[src/rtl/mc_pkg.sv]
// rtl/mc_pkg.sv - shared types and encodings for the multicycle MIPS sequencer
package mc_pkg;

   typedef enum logic [3:0] {
      S_FETCH    = 4'd0,
      S_DECODE   = 4'd1,
      S_MEMADR   = 4'd2,
      S_MEMRD    = 4'd3,
      S_MEMWB    = 4'd4,
      S_MEMWR    = 4'd5,
      S_EXECUTE  = 4'd6,
      S_ALUWB    = 4'd7,
      S_BRANCH   = 4'd8,
      S_ADDIEXEC = 4'd9,
      S_ADDIWB   = 4'd10,
      S_JUMP     = 4'd11
   } state_t;

   localparam logic [5:0] OP_RTYPE = 6'b000000;
   localparam logic [5:0] OP_LW    = 6'b100011;
   localparam logic [5:0] OP_SW    = 6'b101011;
   localparam logic [5:0] OP_BEQ   = 6'b000100;
   localparam logic [5:0] OP_BNE   = 6'b000101;
   localparam logic [5:0] OP_ADDI  = 6'b001000;
   localparam logic [5:0] OP_J     = 6'b000010;

   localparam logic [5:0] FUNCT_ADD = 6'b100000;
   localparam logic [5:0] FUNCT_SUB = 6'b100010;
   localparam logic [5:0] FUNCT_AND = 6'b100100;
   localparam logic [5:0] FUNCT_OR  = 6'b100101;
   localparam logic [5:0] FUNCT_SLT = 6'b101010;

   localparam logic [2:0] ALU_ADD = 3'b010;
   localparam logic [2:0] ALU_SUB = 3'b110;
   localparam logic [2:0] ALU_AND = 3'b000;
   localparam logic [2:0] ALU_OR  = 3'b001;
   localparam logic [2:0] ALU_SLT = 3'b111;

   localparam logic [1:0] ALUOP_ADD   = 2'b00;
   localparam logic [1:0] ALUOP_SUB   = 2'b01;
   localparam logic [1:0] ALUOP_FUNCT = 2'b10;

   localparam logic [1:0] SRCB_B      = 2'b00;
   localparam logic [1:0] SRCB_FOUR   = 2'b01;
   localparam logic [1:0] SRCB_IMM    = 2'b10;
   localparam logic [1:0] SRCB_IMMSH2 = 2'b11;

   localparam logic [1:0] PCSRC_ALURESULT = 2'b00;
   localparam logic [1:0] PCSRC_ALUOUT    = 2'b01;
   localparam logic [1:0] PCSRC_JUMP      = 2'b10;

endpackage

[src/rtl/mc_alu_decoder.sv]
// rtl/mc_alu_decoder.sv - maps aluop and funct to the ALU control code
module mc_alu_decoder
   import mc_pkg::*;
(
   input  logic [1:0] aluop,
   input  logic [5:0] funct,
   output logic [2:0] alucontrol
);

   // Fixed add/sub for address and branch math, funct lookup for R-type
   always_comb begin
      alucontrol = ALU_ADD;
      case (aluop)
         ALUOP_ADD: alucontrol = ALU_ADD;
         ALUOP_SUB: alucontrol = ALU_SUB;
         ALUOP_FUNCT: begin
            case (funct)
               FUNCT_ADD: alucontrol = ALU_ADD;
               FUNCT_SUB: alucontrol = ALU_SUB;
               FUNCT_AND: alucontrol = ALU_AND;
               FUNCT_OR:  alucontrol = ALU_OR;
               FUNCT_SLT: alucontrol = ALU_SLT;
               default:   alucontrol = ALU_ADD;
            endcase
         end
         default: alucontrol = ALU_ADD;
      endcase
   end

endmodule

[src/rtl/mc_controller.sv]
// rtl/mc_controller.sv - multicycle MIPS Moore sequencer; MC_CONTROLLER_BNE_EN adds bne
module mc_controller
   import mc_pkg::*;
(
   input  logic       clk_i,
   input  logic       reset_ni,
   input  logic [5:0] op_i6,
   input  logic [5:0] funct_i6,
   input  logic       zero_i,
   input  logic       mem_ready_i,
   output logic       iord_o,
   output logic       irwrite_o,
   output logic       pcwrite_o,
   output logic       memwrite_o,
   output logic       regwrite_o,
   output logic       regdst_o,
   output logic       memtoreg_o,
   output logic       alusrca_o,
   output logic [1:0] alusrcb_o2,
   output logic [1:0] pcsrc_o2,
   output logic [2:0] alucontrol_o3,
   output logic       illegal_o,
   output logic [3:0] state_o4
);

   state_t     state;
   state_t     decode_next;
   logic       decode_illegal;
   logic       branch_take;
   logic [1:0] aluop;
   logic       irwrite_raw;
   logic       pcwrite_raw;
   logic       memwrite_raw;
   logic       regwrite_raw;

   // Opcode dispatch out of DECODE; unknown opcodes fall back to FETCH
   always_comb begin
      decode_next    = S_FETCH;
      decode_illegal = 1'b0;
      case (op_i6)
         OP_LW, OP_SW: decode_next = S_MEMADR;
         OP_RTYPE:     decode_next = S_EXECUTE;
         OP_BEQ:       decode_next = S_BRANCH;
`ifdef MC_CONTROLLER_BNE_EN
         OP_BNE:       decode_next = S_BRANCH;
`endif
         OP_ADDI:      decode_next = S_ADDIEXEC;
         OP_J:         decode_next = S_JUMP;
         default:      decode_illegal = 1'b1;
      endcase
   end

   // Branch condition: bne inverts the zero flag when enabled
   always_comb begin
`ifdef MC_CONTROLLER_BNE_EN
      branch_take = (op_i6 == OP_BNE) ? ~zero_i : zero_i;
`else
      branch_take = zero_i;
`endif
   end

   // State register with next-state selection; memory states wait for ready
   always_ff @(posedge clk_i or negedge reset_ni) begin
      if (!reset_ni) begin
         state <= S_FETCH;
      end else begin
         case (state)
            S_FETCH:    state <= mem_ready_i ? S_DECODE : S_FETCH;
            S_DECODE:   state <= decode_next;
            S_MEMADR:   state <= (op_i6 == OP_LW) ? S_MEMRD : S_MEMWR;
            S_MEMRD:    state <= mem_ready_i ? S_MEMWB : S_MEMRD;
            S_MEMWB:    state <= S_FETCH;
            S_MEMWR:    state <= mem_ready_i ? S_FETCH : S_MEMWR;
            S_EXECUTE:  state <= S_ALUWB;
            S_ALUWB:    state <= S_FETCH;
            S_BRANCH:   state <= S_FETCH;
            S_ADDIEXEC: state <= S_ADDIWB;
            S_ADDIWB:   state <= S_FETCH;
            S_JUMP:     state <= S_FETCH;
            default:    state <= S_FETCH;
         endcase
      end
   end

   // Per-state datapath control; anything not named for a state stays 0
   always_comb begin
      iord_o       = 1'b0;
      irwrite_raw  = 1'b0;
      pcwrite_raw  = 1'b0;
      memwrite_raw = 1'b0;
      regwrite_raw = 1'b0;
      regdst_o     = 1'b0;
      memtoreg_o   = 1'b0;
      alusrca_o    = 1'b0;
      alusrcb_o2   = SRCB_B;
      pcsrc_o2     = PCSRC_ALURESULT;
      aluop        = ALUOP_ADD;
      illegal_o    = 1'b0;
      case (state)
         S_FETCH: begin
            alusrcb_o2  = SRCB_FOUR;
            irwrite_raw = mem_ready_i;
            pcwrite_raw = mem_ready_i;
         end
         S_DECODE: begin
            alusrcb_o2 = SRCB_IMMSH2;
            illegal_o  = decode_illegal;
         end
         S_MEMADR: begin
            alusrca_o  = 1'b1;
            alusrcb_o2 = SRCB_IMM;
         end
         S_MEMRD: iord_o = 1'b1;
         S_MEMWB: begin
            memtoreg_o   = 1'b1;
            regwrite_raw = 1'b1;
         end
         S_MEMWR: begin
            iord_o       = 1'b1;
            memwrite_raw = 1'b1;
         end
         S_EXECUTE: begin
            alusrca_o = 1'b1;
            aluop     = ALUOP_FUNCT;
         end
         S_ALUWB: begin
            regdst_o     = 1'b1;
            regwrite_raw = 1'b1;
         end
         S_BRANCH: begin
            alusrca_o   = 1'b1;
            aluop       = ALUOP_SUB;
            pcsrc_o2    = PCSRC_ALUOUT;
            pcwrite_raw = branch_take;
         end
         S_ADDIEXEC: begin
            alusrca_o  = 1'b1;
            alusrcb_o2 = SRCB_IMM;
         end
         S_ADDIWB: regwrite_raw = 1'b1;
         S_JUMP: begin
            pcsrc_o2    = PCSRC_JUMP;
            pcwrite_raw = 1'b1;
         end
         default: ;
      endcase
   end

   // Reset holds every write enable low even though FETCH would follow ready
   assign irwrite_o  = irwrite_raw  & reset_ni;
   assign pcwrite_o  = pcwrite_raw  & reset_ni;
   assign memwrite_o = memwrite_raw & reset_ni;
   assign regwrite_o = regwrite_raw & reset_ni;
   assign state_o4   = state;

   mc_alu_decoder u_alu_decoder (
      .aluop      (aluop),
      .funct      (funct_i6),
      .alucontrol (alucontrol_o3)
   );

endmodule

[config.mk]
export PLATFORM = sky130hd
export DESIGN_NAME = mc_controller
export DESIGN_NICKNAME = d
export VERILOG_FILES = /design/src/rtl/mc_pkg.sv /design/src/rtl/mc_alu_decoder.sv /design/src/rtl/mc_controller.sv
export SDC_FILE = /design/constraint.sdc
export NUM_CORES = 1
export LEC_CHECK = 0
export CAP_MARGIN = 20
export CORE_MARGIN = 2
export CORE_UTILIZATION = 41
export CTS_BUF_LIST = sky130_fd_sc_hd__clkbuf_8
export CTS_CLUSTER_SIZE = 30
export DETAILED_ROUTE_END_ITERATION = 8
export PLACE_DENSITY = 0.95
export SLEW_MARGIN = 20
export SYNTH_ARGS = -nofsm -noshare
export SYNTH_HDL_FRONTEND = slang
export SYNTH_SLANG_ARGS = --single-unit
export TNS_END_PERCENT = 20
[constraint.sdc]
create_clock -name clk_i -period 5.4 [get_ports clk_i]
set_clock_uncertainty 0.15 [all_clocks]
set_input_delay 0.54 -clock clk_i [delete_from_list [all_inputs] [get_ports clk_i]]
set_output_delay 0.54 -clock clk_i [all_outputs]
set_load 0.02 [all_outputs]
After elaboration in Yosys (flattened, before gate mapping)
Cells that the tools add are included.
{"block": "totals", "latch_bits": 0, "in_bits": 16, "ff_bits": 4, "ramBits": 0, "memories": 0, "out_inout_bits": 20, "rom_bits": 0, "wordCells": 56}
{"block": "op_classes", "mul": 0, "n_div": 0, "mux": 21, "reduce_logical": 8, "add_sub_neg": 0, "bitwise": 4, "shifts": 0, "n_eq_ne": 22, "magnitude_cmp": 0}
{"operator": "$eq A6 B6 Y1 const B", "n": 6}
{"operator": "$pmux W4 S7", "n": 1}
{"operator": "$pmux W4 S5", "n": 1}
{"operator": "$eq A4 B3 Y1 const B", "n": 4}
{"operator": "$eq A4 B4 Y1 const B", "n": 4}
{"operator": "$pmux W3 S4", "n": 1}
{"operator": "$mux W1", "n": 10}
{"operator": "$mux W3", "n": 3}
{"operator": "$eq A4 B2 Y1 const B", "n": 2}
{"operator": "$pmux W2 S2", "n": 2}
{"operator": "$eq A6 B2 Y1 const B", "n": 1}
{"operator": "$eq A6 B3 Y1 const B", "n": 1}
{"operator": "$eq A6 B4 Y1 const B", "n": 1}
{"operator": "$logic_not A6 Y1", "n": 1}
{"operator": "$pmux W2 S3", "n": 1}
{"operator": "$pmux W3 S2", "n": 1}
{"operator": "$reduce_or A2 Y1", "n": 3}
{"operator": "$reduce_or A6 Y1", "n": 1}
{"operator": "$and A1 B1 Y1", "n": 4}
{"operator": "$eq A4 B1 Y1 const B", "n": 1}
{"operator": "$logic_not A4 Y1", "n": 1}
{"operator": "$reduce_or A4 Y1", "n": 1}
{"operator": "$pmux W1 S3", "n": 1}
{"operator": "$reduce_or A3 Y1", "n": 1}
{"operator": "2 further kinds", "n": 2}

Longest topological paths before layout
Gate-level depths: netlist of run 1.
{"block": "depth", "ltp_word": 4, "depth_mapped": 7, "depth_no_buf": 6}

Modules after synthesis
A second synthesis of run 1 with hierarchy kept.
{"block": "unflattened", "cells_unflattened": 88, "area_unflattened_um2": 645.6}
{"module": "mc_controller", "instances": 1, "area_per_inst_um2": 526.8, "seq_area_each_um2": 100.1, "cells_each": 73}
{"module": "mc_alu_decoder", "instances": 1, "area_per_inst_um2": 118.9, "seq_area_each_um2": 0.0, "cells_each": 15}

Worst setup path before layout of run 1
Ideal clock, no wire load.
{"block": "synth_timing", "path_kind": "flip-flop to output port", "from": "register state[2] (netlist: state_o4[2])", "to": "output alucontrol_o3[1]", "n_path_buf": 1, "setup_slack_ns": 2.556, "t_arrival_ns": 2.154, "path_stages_with_launch": 7, "cell_sequence": "dfrtp_1 -> clkbuf_1 -> or2b_1 -> nor3_1 -> inv_1 -> ha_1 -> a211o_1"}
{"block": "synth_via", "elab_chain_len": 4}
{"element": "from (decl)", "line_no": "mc_controller.sv:26", "source": "state_t state;"}
{"element": "from (signal assigned)", "line_no": "mc_controller.sv:68", "source": "S_FETCH: state <= mem_ready_i ? S_DECODE : S_FETCH;"}
{"element": "from (signal assigned)", "line_no": "mc_controller.sv:69", "source": "S_DECODE: state <= decode_next;"}
{"element": "from (signal assigned)", "line_no": "mc_controller.sv:70", "source": "S_MEMADR: state <= (op_i6 == OP_LW) ? S_MEMRD : S_MEMWR;"}
{"element": "$eq A4 B4 Y1 / $eq A4 B3 Y1 (equally long branches)", "line_no": "mc_controller.sv:99", "source": "case (state)"}
{"element": "$pmux W2 S2 *", "line_no": "mc_controller.sv:99"}
{"element": "$eq A2 B2 Y1 / $eq A2 B1 Y1 (equally long branches)", "line_no": "mc_alu_decoder.sv:13", "source": "case (aluop)"}
{"element": "$pmux W3 S2 *", "line_no": "mc_alu_decoder.sv:13"}
{"element": "to (decl)", "line_no": "mc_controller.sv:21", "source": "output logic [2:0] alucontrol_o3,"}
Mark *: on every way between the ends. The rest lies on a longest branch, timed or not.

Worst setup path in the final report of run 1
{"block": "layout_timing", "from": "register state[1] (netlist: state_o4[1])", "to": "output alucontrol_o3[1]"}
Same word-level chain as after synthesis.

==> results of run 1 <==
[logic make-up (layout without fill, tap and decap cells)]
logic type      count (synthesis)  after routing  synth area share
flops                           4              4            0.1623
mux                             4              4           0.06694
buf+inv                        11             42           0.07097
xor+xnor                        3              3           0.04260
compound gates                 18             18            0.1846
fa+ha+maj                       2              2           0.04056
simple gates                   48             48            0.4321
[synth_stat cells (2+ instances only)]
| cell | count |
|---|---|
| sky130_fd_sc_hd__nor2_1 | 12 |
| sky130_fd_sc_hd__nor3_1 | 8 |
| sky130_fd_sc_hd__nand2_1 | 6 |
| sky130_fd_sc_hd__nand2b_1 | 5 |
| sky130_fd_sc_hd__a21oi_1 | 4 |
| sky130_fd_sc_hd__clkbuf_1 | 4 |
| sky130_fd_sc_hd__dfrtp_1 | 4 |
| sky130_fd_sc_hd__inv_1 | 4 |
| sky130_fd_sc_hd__o21ai_0 | 4 |
| sky130_fd_sc_hd__a31oi_1 | 3 |
| sky130_fd_sc_hd__mux2i_1 | 3 |
| sky130_fd_sc_hd__nand3_1 | 3 |
| sky130_fd_sc_hd__xor2_1 | 3 |
| sky130_fd_sc_hd__and3_1 | 2 |
| sky130_fd_sc_hd__buf_2 | 2 |
| sky130_fd_sc_hd__ha_1 | 2 |
| sky130_fd_sc_hd__nor3b_1 | 2 |
[worst register-to-register path, stage by stage, from the launching register on]
cell,delay (ps)
sky130_fd_sc_hd__dfrtp_1,640
sky130_fd_sc_hd__nand2b_1,350
sky130_fd_sc_hd__nor2_1,120
sky130_fd_sc_hd__a21boi_0,140
sky130_fd_sc_hd__or3_1,340
[metal layers]
metal / global-route usage / up-vias
met4: 0.05000 / 0
met5: 0 / -
met2: 0.3545 / 32
met3: 0.08085 / 4
met1: 0.2615 / 362
li1: - / 387
[path summary, 6_finish.rpt]
kind | slack, ps | startpoint | endpoint
worst max-delay path | 2230 | state_o4[1]$_DFF_PN0_ | alucontrol_o3[1]
max in group asynchronous | 4480 | reset_ni | state_o4[3]$_DFF_PN0_
worst min-delay path | 410 | reset_ni | state_o4[0]$_DFF_PN0_
min in group clk_i | 430 | state_o4[3]$_DFF_PN0_ | state_o4[0]$_DFF_PN0_
worst max register to register | 3530 | state_o4[1]$_DFF_PN0_ | state_o4[1]$_DFF_PN0_
worst min register to register | 430 | state_o4[3]$_DFF_PN0_ | state_o4[0]$_DFF_PN0_
[layout make-up]
type                       count  area, sq um
multi-input combinational     75        473.0
sequential                     4        100.1
timing repair buffer          35        350.3
clock buffer                   3        41.29
tap                           15        18.77
fill                          97        351.6
inverter                       4        15.01
[through the flow]
step / setup WS [ps] / utilization / total power, mW / area, sq um / hold WS [ps]
2_1_floorplan: 2556 / - / 0.1013 / 616.8 / 94.41
3_3_place_gp: 2506 / 0.7090 / 0.1445 / 957.2 / 409.4
3_5_place_dp: 2489 / 0.7090 / 0.1468 / 957.2 / 418.9
4_1_cts: 2240 / 0.7396 / 0.2107 / 998.5 / 413.6
5_1_grt: 2114 / 0.7396 / 0.2225 / 998.5 / 430.4
6_report: 2230 / 0.7396 / 0.2096 / 998.5 / 412.1
[power breakdown]
| part | total, mW | switching (mW) | internal, mW |
|---|---|---|---|
| sequential | 0.0465 | 0.0132 | 0.0333 |
| clock | 0.0608 | 0.0135 | 0.0473 |
| combinational | 0.102 | 0.0519 | 0.0504 |
==> flow_results.org, run 1 <==
** Clock network
- Clock sinks :: 4
- Worst-case clock buffer depth :: 2
- Counting the buffers created by CTS gives 3.
- Buffers added to address setup during post-CTS repair amount to 0.
- Clk pin slew, worst setup/hold paths :: 30 ps
- In this run the number of H-tree levels came out at 1.
- CTS tree :: done
- Post_cts resized :: 0
- Hold_buf cts :: 0
- In this run the clock root is driven by a sky130_fd_sc_hd__clkbuf_8.
- At the later pin of the worst-skew pair, clock insertion delay measures about 210 ps.

** Global routing
- The first global-routing pass estimated 3036 microns of wire.
- Vias in the first global route :: approximately 670
- GRT Resource Usage Total :: 0.2148
- Number of antenna violations at the first check in global routing :: 0
- The total overflow left after global routing is 0.
- Pin count of the biggest net entering global routing :: 18

** Die
- Die ar. :: roughly 1800 sq um
- Measured along the y axis, the die boundary spans approximately 43 microns.
- The initial utilization of the core area, before any placement, comes to 0.4569.
- Overall die width :: around 43 microns
- Ports :: 36
- The core region is 1350 sq um.
- Std cell rows :: 13

** Setup path
- On the worst path, the slowest cell contributes a delay of 640 ps.
- The largest individual stage delay along the critical path comes from the cell sky130_fd_sc_hd__dfrtp_1.
- Crit path cell chain :: nand2b_1 > or2_2 > ha_1 > a211o_1 > clkdlybuf4s50_1
- The worst setup path is captured at an output pin.
- Buffers plus inverters on the worst setup path :: 1
- STA puts the critical path data arrival time at 2480 ps.
- Worst-path maximum fanout :: 17
- The worst setup path is of the reg -> out kind.
- Kind of cell with the highest combined delay on the critical path :: flip-flops
- Data on the critical path is required at its endpoint by between 4000 and 5000 ps.
- Element type at the critical path start :: flip-flop
- Count of cells along the worst register-to-register path :: 4
- CP Depth :: 5

** Finish
- Leaving out fill and tap cells, the most frequent cell in the layout is sky130_fd_sc_hd__clkdlybuf4s50_1.
- Finished Layout Cells :: approximately 140
- Signed area change from the synthesized netlist to the final layout :: 61.87%
- The repair_antennas step left the layout with diodes totalling 0.
- The library cells used most frequently in the layout, excluding fill and tap cells, are sky130_fd_sc_hd__clkdlybuf4s50_1 (35), sky130_fd_sc_hd__nor2_1 (12), sky130_fd_sc_hd__nor3_1 (8), sky130_fd_sc_hd__nand2_1 (6), sky130_fd_sc_hd__nand2b_1 (5).
- Number of flip-flops in the largest register :: 4
- Net count reported at finish :: about 140
- In the final layout, the share of cells above drive strength 1 is 0.05785.

** Logic synthesis
- Yosys mapped a number of flops with a built-in enable equal to 0.
- Yosys attributes the largest share of cell area to sky130_fd_sc_hd__dfrtp_1 (16%), sky130_fd_sc_hd__nor2_1 (7.3%), sky130_fd_sc_hd__nor3_1 (6.5%).
- The share of synthesized area in the top cell type comes to 0.1623.
- Warnings from Yosys :: 0
- When the netlist entered floorplanning its net count stood at between 100 and 150.
- Average cell area after synthesis :: 6.854 sq um
- Number of distinct library cells after synthesis :: 36
- The synthesized netlist occupies a cell area of 616.8 sq um.
- Counting flops with an async set or reset pin after synthesis yields a share of 1.000.
- The biggest area contributor in the post-synthesis netlist is sky130_fd_sc_hd__dfrtp_1.
- Mapped Cells :: 90
- The share of the Yosys chip area taken by registers is 0.1623.
- Leading register cell type out of synthesis :: sky130_fd_sc_hd__dfrtp_1
- Synthesis inferred 4 register bits.

** Timing
- Final critical delay including setup and external delays :: between 3000 and 4000 ps
- Worst relative slew slack :: 0.6660
- Unrepaired setup endpoints after global routing :: false
- Final count of pins violating max slew :: 0
- Setup total negative slack on the finished layout was measured at 0 ps.
- Post-route clock period utilization :: 0.5870
- Final hold violation count :: 0
- Setup violators final :: 0
- For the pin with the worst max-slew slack, the measured transition is 501.1 ps.
- Upper clock frequency limit :: 315.5 MHz

** Drt
- Drc violations :: 0
- After detailed routing, the total wire length is 1874 microns.
- The detail route stage leaves a number of antenna-violating nets equal to 0.
- In the routed layout, each cell is associated on average with a via count of just under 6.
- In this run, the number of DRC markers left after iteration 0 of detailed routing was 32.
- Post-route met1 wirelength :: 777 microns
- Dividing the detail-routed wire length by the instance count gives 13.78 microns.
- In the detailed route, the total length drawn on met2 is between 900 and 1000 microns.
- The first detailed-routing pass took 4 iterations.
- Met3 Routed Length :: 115 microns
- Top metal layer carrying routed signals :: met4
- Total vias in the final route :: 785

** Run status
- The flow ran to the end, and the final reports show no timing, DRC or antenna violations.

** Pwr
- Maximum vdd ir drop :: 0.2022 mV
- For this design the ratio of total power to cell area is 209.9 nW/um^2.
- The analysis attributes to cell leakage a power of 0.3746 nW.

** Place
- Cell total after placement :: 133
- Routability congestion estimate :: 0.8336
- Total half-perimeter wirelength after legalization and detailed placement :: around 1400 microns
- Input/output buffers :: 35

** Worst hold path
- Min-Delay Path Class :: in -> async

** Run
- Max-cap violation count :: 0
No activity file was read; power rests on OpenSTA's default activity.
==> run 2, diff against run 1 <==
Settings changed: CORE_UTILIZATION 41 to 35, PLACE_DENSITY 0.95 to 0.88.
Clock period 5.4 ns to 2.8 ns, I/O delays scaled along.
==> run 2 against run 1 <==
Effect of this change:
- worst setup slack lost 2100 ps
- non-clock buffer count grew 3
- worst hold slack lost 260 ps
- via count shrank 0.76%
- global-route usage shrank 3.1 points
- combinational power grew 120%
- sequential cell count is the same
- wire length grew 0.48%
- power grew 98%
- sequential power grew 50%
- die area grew 15%
- critical path type unchanged
- largest power group unchanged
==> flow_results.org, run 2 (synthesis results as in run 1) <==
** Run status
- The run finished with clean final reports.

** Finish
- For this run, the post-layout net count is around 140.
- Number of flip-flops in the largest register :: 4
- Summing all flip-flop and latch instances after layout gives around 100 sq um.
- In the layout the commonest cells are sky130_fd_sc_hd__clkdlybuf4s50_1 (34), sky130_fd_sc_hd__nor2_1 (12), sky130_fd_sc_hd__nor3_1 (8), sky130_fd_sc_hd__nand2_1 (6), sky130_fd_sc_hd__nand2b_1 (5).
- Ratio of cells with drive above 1 in the final layout :: 0.08871
- Area of combinational cells with multiple inputs :: 473.0 sq um
- Leading cell type in the layout, fill and taps excluded :: sky130_fd_sc_hd__clkdlybuf4s50_1
- Signed area change from the synthesized netlist to the final layout :: 66.53%
- Filler cell count in the final layout :: 151
- ANT cells :: 0

** Clock network
- TritonCTS built the clock tree.
- Clock tree synthesis selected as its root buffer the cell sky130_fd_sc_hd__clkbuf_8.
- The number of setup buffers added after CTS is 0.
- Worst-case clock buffer depth :: 2
- After clock tree synthesis, the clock-pin slew on the worst setup and hold paths is approximately 30 ps.
- Hold repair after CTS inserted 0 buffers.
- Clock sinks :: 4
- Latest clock arrival within the worst-skew pair :: 220 ps
- Number of buffers created by CTS :: 3
- CTS built an H-tree with a depth of 1.

** Pwr
- Clock share of power :: 0.288
- The share of total power dissipated in combinational logic is 0.545.
- Of the total power, the share spent switching nets is 0.3726.
- Internal power :: about 260 uW
- Of the total power, registers draw 0.168.
- Static Leakage :: 0.3887 nW
- Sw Pwr :: around 150 uW
- Overall power consumption after layout is estimated at 415.6 uW.
- Cell area power density :: 404.6 nW/um^2
- VDD sags by at most between 0.2 and 0.3 mV.

** Setup path
- On the critical path, the stage with the largest delay is an instance of sky130_fd_sc_hd__clkdlybuf4s50_1.
- CP Depth :: 7
- On the worst path, the slowest cell contributes a delay of around 600 ps.
- Data on the critical path is required at its endpoint by approximately 2400 ps.
- Along the worst path, the maximum fanout reaches 8.
- Walking the worst path, the cells encountered are nand2b_2 > or2_2 > inv_1 > ha_1 > a31oi_1 > nor2_1 > clkdlybuf4s50_1.
- Element type at the critical path start :: flip-flop
- The worst setup path is captured at an output pin.
- Worst EP arrival :: roughly 2200 ps
- Buffers plus inverters on the worst setup path :: 2
- Among cell families on the critical path, the largest total delay comes from buffers and inverters.
- The critical path is of the reg -> out type.
- Measured in cells, the most critical reg-to-reg path has a length of 5.

** Timing
- Setup repair after global routing left no endpoint under its margin.
- Setup TNS :: 0 ps
- Worst relative slew slack :: 0.7811
- Setup violators final :: 0
- The final hold violation count is 0.
- Worst-margin pin slew :: around 330 ps
- Dividing the final minimum period by the clock period gives 0.9473.
- Final count of pins violating max slew :: 0
- Based on the critical path, the design can be clocked at up to around 380 MHz.
- Hold timing on the final database bottoms out at a slack of 149.2 ps.
- Final critical delay including setup and external delays :: 2653 ps

** Global routing
- In this run the most used layer during global routing was met2.
- Pin count of the biggest net entering global routing :: 16
- Global-route wire length before repair :: between 2000 and 3000 microns
- Number of antenna violations at the first check in global routing :: 0
- Aggregate global routing overflow :: 0
- For met1 alone, demand over resource in global routing was 0.2185.
- GRT Resource Usage Total :: 0.1834
- For met2 alone, demand over resource in global routing was 0.3250.
- Vias in the first global route :: 721
- Met3 Use GR :: 0.04365

** Die
- After floorplanning, the core was sized to cover around 1700 sq um.
- For this configuration, the core starts out at a cell density of 0.3652.
- The die is around 46 microns wide.
- Std cell rows :: 15
- From bottom edge to top edge, the die measures 45.98 microns.
- Ports :: 36
- The die covers ~2100 sq um.

** Place
- In this run the tool buffered the top-level ports with 35 buffer cells.
- Total half-perimeter wirelength after legalization and detailed placement :: 1472 microns
- Routability congestion estimate :: ~0.89

** Drt
- First-pass detailed-route iteration total :: 4
- Remaining number of nets flagged by the antenna check after routing :: 0
- For this block, the initial DRC count from the detailed router was 22.
- Drc violations :: 0
- Drt total wl :: approximately 1900 microns
- Detailed-route vias per instance :: 5.525
- The final route contains 779 vias.
- In the final routed layout, each cell accounts on average for 13.35 microns.

** Run
- Max-cap violation count :: 0

** Worst hold path
- The min-delay analysis places its worst path in the category in -> async.
-- run 2: cell types whose count changed in the layout (fill, tap and decap cells not counted), sizes merged --
cell,previous run,this run
buf,0,3
clkdlybuf4s50,35,34
dlymetal6s2s,0,1
-- run 2: repair_timing --
action                                 in CTS  in global routing
gates resized for setup                     0                  2
setup endpoints to repair                   0                  1
endpoints found under the hold margin       0                  0
-- run 2: metal layers --
metal | part of all wire | wire length (microns)
met1 | 0.40 | 760
met2 | 0.53 | 1004
met3 | 0.056 | 106
met4 | 0.0058 | 11
met5 | 0 | 0
-- run 2: path summary, 6_finish.rpt --
| path | from | to | slack (ps) |
|---|---|---|---|
| max | state_o4[3]$_DFF_PN0_ | alucontrol_o3[2] | 150 |
| max in group asynchronous | reset_ni | state_o4[3]$_DFF_PN0_ | 2130 |
| min reg2reg | state_o4[3]$_DFF_PN0_ | state_o4[0]$_DFF_PN0_ | 360 |
| min in group clk_i | state_o4[3]$_DFF_PN0_ | state_o4[0]$_DFF_PN0_ | 360 |
| max reg2reg | state_o4[2]$_DFF_PN0_ | state_o4[1]$_DFF_PN0_ | 930 |
| min | reset_ni | state_o4[0]$_DFF_PN0_ | 150 |
-- run 2: worst register-to-register path, delay by kind of cell, from the launching register on --
kind | cells | cell delay [ps]
compound gates | 1 | 70
buf+inv | 1 | 190
flops | 1 | 410
simple gates | 3 | 990
-- run 2: final cells by class --
cell class / instances / share of cell area
well taps: 17 / 0.02071
clock buffers: 3 / 0.04019
repair buffers: 38 / 0.3654
inverters: 4 / 0.01462
flip-flops and latches: 4 / 0.09866
multi-input cells: 75 / 0.4604
-- run 2: power by group through the flow --
| stage | clock network, mW | logic [mW] | registers [mW] |
|---|---|---|---|
| detailed placement | 0 | 0.224 | 0.0703 |
| CTS | 0.121 | 0.225 | 0.0697 |
| global route | 0.126 | 0.242 | 0.0704 |
| floorplan | 0 | 0.114 | 0.0815 |
| finish | 0.120 | 0.226 | 0.0697 |
| global placement | 0 | 0.221 | 0.0698 |
-- run 2: through the flow --
step	std cells	utilization	setup WS [ps]	instance area, sq um
6_report	141	0.6081	147.5	1027
5_1_grt	141	0.6081	46.93	1027
4_1_cts	141	0.6059	17.76	1023
3_5_place_dp	138	0.5815	244.0	982.2
3_3_place_gp	138	0.5815	319.4	982.2
2_1_floorplan	90	-	215.6	616.8
